==> src/rtl/fp32_adder_pkg.sv <==
// Shared types and constants for the single-precision adder.
package fp32_adder_pkg;

  typedef enum logic [3:0] {
    GET_A, GET_B, UNPACK, SPECIAL, ALIGN, ADD_0, ADD_1,
    NORM_1, NORM_2, ROUND, PACK, PUT_Z
  } state_t;

  localparam int          EXP_BIAS = 127;
  localparam int          EXP_MIN  = -126;
  localparam logic [31:0] QNAN     = 32'h7FC0_0000;
  localparam logic [31:0] POS_INF  = 32'h7F80_0000;

  typedef struct packed {
    logic                sign;
    logic signed [9:0]   exp;
    logic [23:0]         mant;
    logic                is_nan;
    logic                is_inf;
    logic                is_zero;
  } fp_fields_t;

endpackage

==> src/rtl/fp32_unpack.sv <==
// Field split of one fp32 operand. With FP32_ADDER_DENORM_EN undefined,
// denormals report as zero so they take the signed-zero path.
module fp32_unpack
  import fp32_adder_pkg::*;
(
  input  logic [31:0] val,
  output fp_fields_t  f
);

  logic [7:0]  e;
  logic [22:0] frac;

  always_comb begin
    e         = val[30:23];
    frac      = val[22:0];
    f.sign    = val[31];
    f.exp     = (e == 8'd0) ? 10'(EXP_MIN) : $signed({2'b00, e}) - 10'sd127;
    f.mant    = {e != 8'd0, frac};
    f.is_nan  = (e == 8'hFF) && (frac != 23'd0);
    f.is_inf  = (e == 8'hFF) && (frac == 23'd0);
`ifdef FP32_ADDER_DENORM_EN
    f.is_zero = (e == 8'd0) && (frac == 23'd0);
`else
    f.is_zero = (e == 8'd0);
`endif
  end

endmodule

==> src/rtl/fp32_adder.sv <==
// Iterative fp32 adder with strobe/ack operand handshake and one-cycle result strobe.
// FP32_ADDER_DENORM_EN enables denormal inputs/results; otherwise they flush to signed zero.
module fp32_adder
  import fp32_adder_pkg::*;
(
  input  logic        clk,
  input  logic        rst,
  input  logic [31:0] input_a,
  input  logic        input_a_stb,
  output logic        input_a_ack,
  input  logic [31:0] input_b,
  input  logic        input_b_stb,
  output logic        input_b_ack,
  output logic [31:0] output_z,
  output logic        output_z_stb
);

  localparam logic signed [9:0] E_MIN  = 10'(EXP_MIN);
  localparam logic signed [9:0] E_MAX  = 10'(EXP_BIAS);
  localparam logic signed [9:0] E_BIAS = 10'(EXP_BIAS);

  state_t            state;
  logic [31:0]       a, b, z;
  fp_fields_t        fa, fb;
  logic [26:0]       a_m, b_m, z_m;
  logic signed [9:0] a_e, b_e, z_e;
  logic              a_s, b_s, z_s;
  logic [27:0]       sum;
  logic [7:0]        z_exp_field;
  logic [31:0]       z_packed;

  fp32_unpack u_unpack_a (.val(a), .f(fa));
  fp32_unpack u_unpack_b (.val(b), .f(fb));

  always_comb begin
    z_exp_field = 8'(z_e + E_BIAS);
    z_packed    = {z_s, z_exp_field, z_m[25:3]};
    if (z_e == E_MIN && !z_m[26]) begin
`ifdef FP32_ADDER_DENORM_EN
      z_packed[30:23] = 8'd0;
`else
      z_packed = {z_s, 31'd0};
`endif
    end
    if (z_e > E_MAX) z_packed = POS_INF | {z_s, 31'd0};
  end

  always_ff @(posedge clk or negedge rst) begin
    if (!rst) begin
      state        <= GET_A;
      input_a_ack  <= 1'b0;
      input_b_ack  <= 1'b0;
      output_z     <= 32'd0;
      output_z_stb <= 1'b0;
      a            <= 32'd0;
      b            <= 32'd0;
      z            <= 32'd0;
      a_m          <= 27'd0;
      b_m          <= 27'd0;
      z_m          <= 27'd0;
      a_e          <= 10'sd0;
      b_e          <= 10'sd0;
      z_e          <= 10'sd0;
      a_s          <= 1'b0;
      b_s          <= 1'b0;
      z_s          <= 1'b0;
      sum          <= 28'd0;
    end else begin
      output_z_stb <= 1'b0;
      case (state)
        GET_A: begin
          if (input_a_ack && input_a_stb) begin
            a           <= input_a;
            input_a_ack <= 1'b0;
            state       <= GET_B;
          end else begin
            input_a_ack <= 1'b1;
          end
        end
        GET_B: begin
          if (input_b_ack && input_b_stb) begin
            b           <= input_b;
            input_b_ack <= 1'b0;
            state       <= UNPACK;
          end else begin
            input_b_ack <= 1'b1;
          end
        end
        UNPACK: begin
          a_m   <= {fa.mant, 3'b000};
          b_m   <= {fb.mant, 3'b000};
          a_e   <= fa.exp;
          b_e   <= fb.exp;
          a_s   <= fa.sign;
          b_s   <= fb.sign;
          state <= SPECIAL;
        end
        SPECIAL: begin
          state <= PUT_Z;
          if (fa.is_nan || fb.is_nan)         z <= QNAN;
          else if (fa.is_inf)                 z <= (fb.is_inf && fa.sign != fb.sign) ? QNAN
                                                   : (POS_INF | {fa.sign, 31'd0});
          else if (fb.is_inf)                 z <= POS_INF | {fb.sign, 31'd0};
          else if (fa.is_zero && fb.is_zero)  z <= {fa.sign & fb.sign, 31'd0};
          else if (fa.is_zero)                z <= b;
          else if (fb.is_zero)                z <= a;
          else                                state <= ALIGN;
        end
        // Shifted-out bits collapse into the sticky position so rounding still sees them.
        ALIGN: begin
          if (a_e > b_e) begin
            b_e <= b_e + 10'sd1;
            b_m <= {1'b0, b_m[26:2], b_m[1] | b_m[0]};
          end else if (a_e < b_e) begin
            a_e <= a_e + 10'sd1;
            a_m <= {1'b0, a_m[26:2], a_m[1] | a_m[0]};
          end else begin
            state <= ADD_0;
          end
        end
        ADD_0: begin
          z_e   <= a_e;
          state <= ADD_1;
          if (a_s == b_s) begin
            sum <= {1'b0, a_m} + {1'b0, b_m};
            z_s <= a_s;
          end else if (a_m >= b_m) begin
            sum <= {1'b0, a_m - b_m};
            z_s <= a_s;
          end else begin
            sum <= {1'b0, b_m - a_m};
            z_s <= b_s;
          end
        end
        ADD_1: begin
          if (sum == 28'd0) begin
            z     <= 32'd0;
            state <= PUT_Z;
          end else if (sum[27]) begin
            z_m   <= {sum[27:2], sum[1] | sum[0]};
            z_e   <= z_e + 10'sd1;
            state <= NORM_1;
          end else begin
            z_m   <= sum[26:0];
            state <= NORM_1;
          end
        end
        NORM_1: begin
          if (!z_m[26] && z_e > E_MIN) begin
            z_m <= z_m << 1;
            z_e <= z_e - 10'sd1;
          end else begin
`ifdef FP32_ADDER_DENORM_EN
            state <= NORM_2;
`else
            state <= ROUND;
`endif
          end
        end
`ifdef FP32_ADDER_DENORM_EN
        NORM_2: begin
          if (z_e < E_MIN) begin
            z_e <= z_e + 10'sd1;
            z_m <= {1'b0, z_m[26:2], z_m[1] | z_m[0]};
          end else begin
            state <= ROUND;
          end
        end
`endif
        ROUND: begin
          if (z_m[2] && (z_m[1] | z_m[0] | z_m[3])) begin
            if (&z_m[26:3]) begin
              z_m[26:3] <= 24'h80_0000;
              z_e       <= z_e + 10'sd1;
            end else begin
              z_m[26:3] <= z_m[26:3] + 24'd1;
            end
          end
          state <= PACK;
        end
        PACK: begin
          z     <= z_packed;
          state <= PUT_Z;
        end
        PUT_Z: begin
          output_z     <= z;
          output_z_stb <= 1'b1;
          state        <= GET_A;
        end
        default: state <= GET_A;
      endcase
    end
  end

endmodule

==> config.mk <==
export PLATFORM = sky130hd
export DESIGN_NAME = fp32_adder
export DESIGN_NICKNAME = d
export VERILOG_FILES = /design/src/rtl/fp32_adder_pkg.sv /design/src/rtl/fp32_unpack.sv /design/src/rtl/fp32_adder.sv
export SDC_FILE = /design/constraint.sdc
export NUM_CORES = 1
export LEC_CHECK = 0
export CAP_MARGIN = 20
export CORE_ASPECT_RATIO = 0.75
export CORE_MARGIN = 5
export CORE_UTILIZATION = 60
export CTS_CLUSTER_DIAMETER = 80
export DETAILED_ROUTE_END_ITERATION = 10
export PLACE_DENSITY = 0.79
export SETUP_SLACK_MARGIN = 0.2
export SLEW_MARGIN = 20
export SYNTH_ARGS = -nofsm -noshare
export SYNTH_HDL_FRONTEND = slang
export SYNTH_SLANG_ARGS = --single-unit
==> constraint.sdc <==
create_clock -name clk -period 9.7 [get_ports clk]
set_clock_uncertainty 0.15 [all_clocks]
set_input_delay 1.94 -clock clk [delete_from_list [all_inputs] [get_ports clk]]
set_output_delay 1.94 -clock clk [all_outputs]
set_load 0.03 [all_outputs]
==> flow_summary.ini <==
[outcome]
status = complete, no violations

[timing]
finalSetupTns_ns = 0
maxSlewHeadroom_pct = 22.3
rsz0062_at_grt = false
setup_viol = 0
whs_ns = 0.318
max_slew.worst_pin.slew_ns = 1.16
max_freq_mhz = 223
setup_ws_ns = 5.22
slew_violations = 0
final.min_clock_period_ns = 4.48
finalHoldViolations = 0
fin_crit_sh_pct = 46.2

[global_route]
grt_start_max_net_pins = 176
antenna_found_initial = 0
grt.overflow.total = 0
grt_pass1_wl_um = 96200
grt_pass1_vias = 16500
grtUsageTotal_pct = 35.0

[synth]
synth_area_leader_cell = dfrtp_1
ys_seq_area_share_pct = 37.3
synthArstFlopShare_pct = 100
synth_nets = 2471
netlist-cell-type-count = 76
synth.most_common_cell = nand2_1
synth_commonest_cells = 421 x nand2_1, 277 x dfrtp_1, 206 x a21oi_1, 177 x nor2_1, 129 x o21ai_0
yosys_warnings = 0
synth_cells = 2291
netlist.area_leader.share_pct = 37.3
synth_flop_cell = dfrtp_1
syn_area_um2 = 18600
yosys-top-cells-area = dfrtp_1 37%, nand2_1 8.5%, ha_1 7.3%
avgSynthCellArea_um2 = 8.11
synth_edf_count = 0
synth-seq-cells = 277

[hold_path]
holdCritStartpoint = z[26]
min_path_type = register to register

[critical_path]
critPathArrivalTime_ns = 4.78
required_ns = 10.00
crit_type = register to register
path_max_fanout = 17
crit_start = a_m[21]
start_kind = register
r2r-start = a_m[21]
end_kind = register

[detailed_routing]
drtPass1Iterations = 6
routed_wl_um = 62300
ant_nets = 0
wire_per_inst_um = 22.8
drt_drc_violations_left = 0
num_vias = 17900
first_iter_violations = 2635
via_per_inst = 6.56

[final_layout]
area_growth_pct = 13.1
final_util_pct = 69.2
drive_gt1_share_pct = 7.71
final_nets = 2495
n_antenna_cell = 0

[place]
io_buffers = 102
hpwlAfterDp_um = 45400
dp_slack_ns = 5.37
place_congestion = 1.02

[cts]
post_cts_resized = 0
cts_setup_buffers = 0
cts-buffers-inserted = 30
htree_num_levels = 1
cts_hold_buffers = 0
clk_root_buffer_cell = clkbuf_16
path_clk_slew_ns = 0.07
cts_buffer_depth = 3
clk_latency_ns = 0.58
cts_tree = built
cts_sinks = 277

[die]
die_y_um = 162
core_um2 = 30300
die_w_um = 213
rows = 55
start_util_pct = 61.2
die-area_um2 = 34600
pin_count = 103

[job]
cap_violations = 0
==> per-layer routing <==
layer  share of wire [%]  track usage [%]  vias up
met5                   0                0        -
li1                    -                -     8144
met3                  13             11.5      128
met4                 2.7             8.00        0
met2                  41             49.0     1030
met1                  43             52.9     8630
==> worst max-delay path, stage by stage (launching register included) <==
cell,delay (ns)
dfrtp_1,0.42
inv_1,0.07
ha_1,0.64
nand4_1,0.29
nor4_2,0.51
nand3_1,0.13
o211ai_1,0.32
or2_1,0.65
mux2i_4,0.44
nand4_1,0.22
a41oi_2,0.27
xnor2_1,0.15
o21ai_1,0.08
==> layout by cell type (no fill, tap or decap), drive strengths merged, types with 5 or more instances in the layout <==
cell,n
clkbuf,39
a311oi,7
o311ai,6
a21oi,208
mux2i,25
a31oi,69
a21o,31
o2111ai,5
xor2,12
o211ai,13
buf,27
o21ai,200
o22ai,7
dfrtp,277
nor2,177
o41ai,8
nor3b,7
o31ai,20
o21bai,17
clkdlybuf4s50,101
nor2b,18
inv,114
a221oi,12
or3,10
and2,8
nand2b,17
nand2,421
nand4,22
or2,9
and3,23
a2111oi,5
bufinv,8
ha,108
nor4,30
nand3,42
xnor2,39
a211oi,22
nor3,42
mux2,75
==> through the flow <==
step / area, µm² / cells
2_1_floorplan: 18600 / 2291
3_3_place_gp: 19800 / 2680
3_5_place_dp: 19800 / 2680
4_1_cts: 20900 / 2733
5_1_grt: 21000 / 2735
6_report: 21000 / 2735
==> final timing paths <==
kind	cells past startpoint	slack, ns	to
max in group asynchronous	3	6.67	b_m[13]
setup reg to reg	12	5.22	sum[24]
hold / removal	2	0.32	output_z[26]
min in group asynchronous	1	1.21	sum[21]
setup / recovery	12	5.22	sum[24]
hold reg to reg	2	0.32	output_z[26]
==> layout make-up <==
type / instances / area, µm²
clock buffers: 39 / 836
clock inverters: 14 / 285
fillers: 2420 / 9350
inverters: 113 / 424
multi-input cells: 1765 / 10700
flip-flops and latches: 277 / 6930
well taps: 399 / 499
repair buffers: 128 / 1270
==> kinds of logic after synthesis <==
group	synth area share [%]
AO/OA/AOI/OAI	21.6
XOR/XNOR	2.41
adder cells (fa/ha/maj)	7.71
buffers and inverters	5.17
flip-flops	37.3
multiplexers	5.96
AND/OR/NAND/NOR	19.8
==> registers in the layout, indices dropped and copies added (netlist names), 4 cells and up <==
name / cells
state: 4
a_e: 10
b_e: 10
z_m: 27
b_m: 27
a_m: 27
z_e: 10
output_z: 32
b: 32
sum: 28
a: 32
z: 32
Power is left out: the tool's default activity adds up to more than one toggle a clock period on the data nets, which glitch-free logic cannot reach.
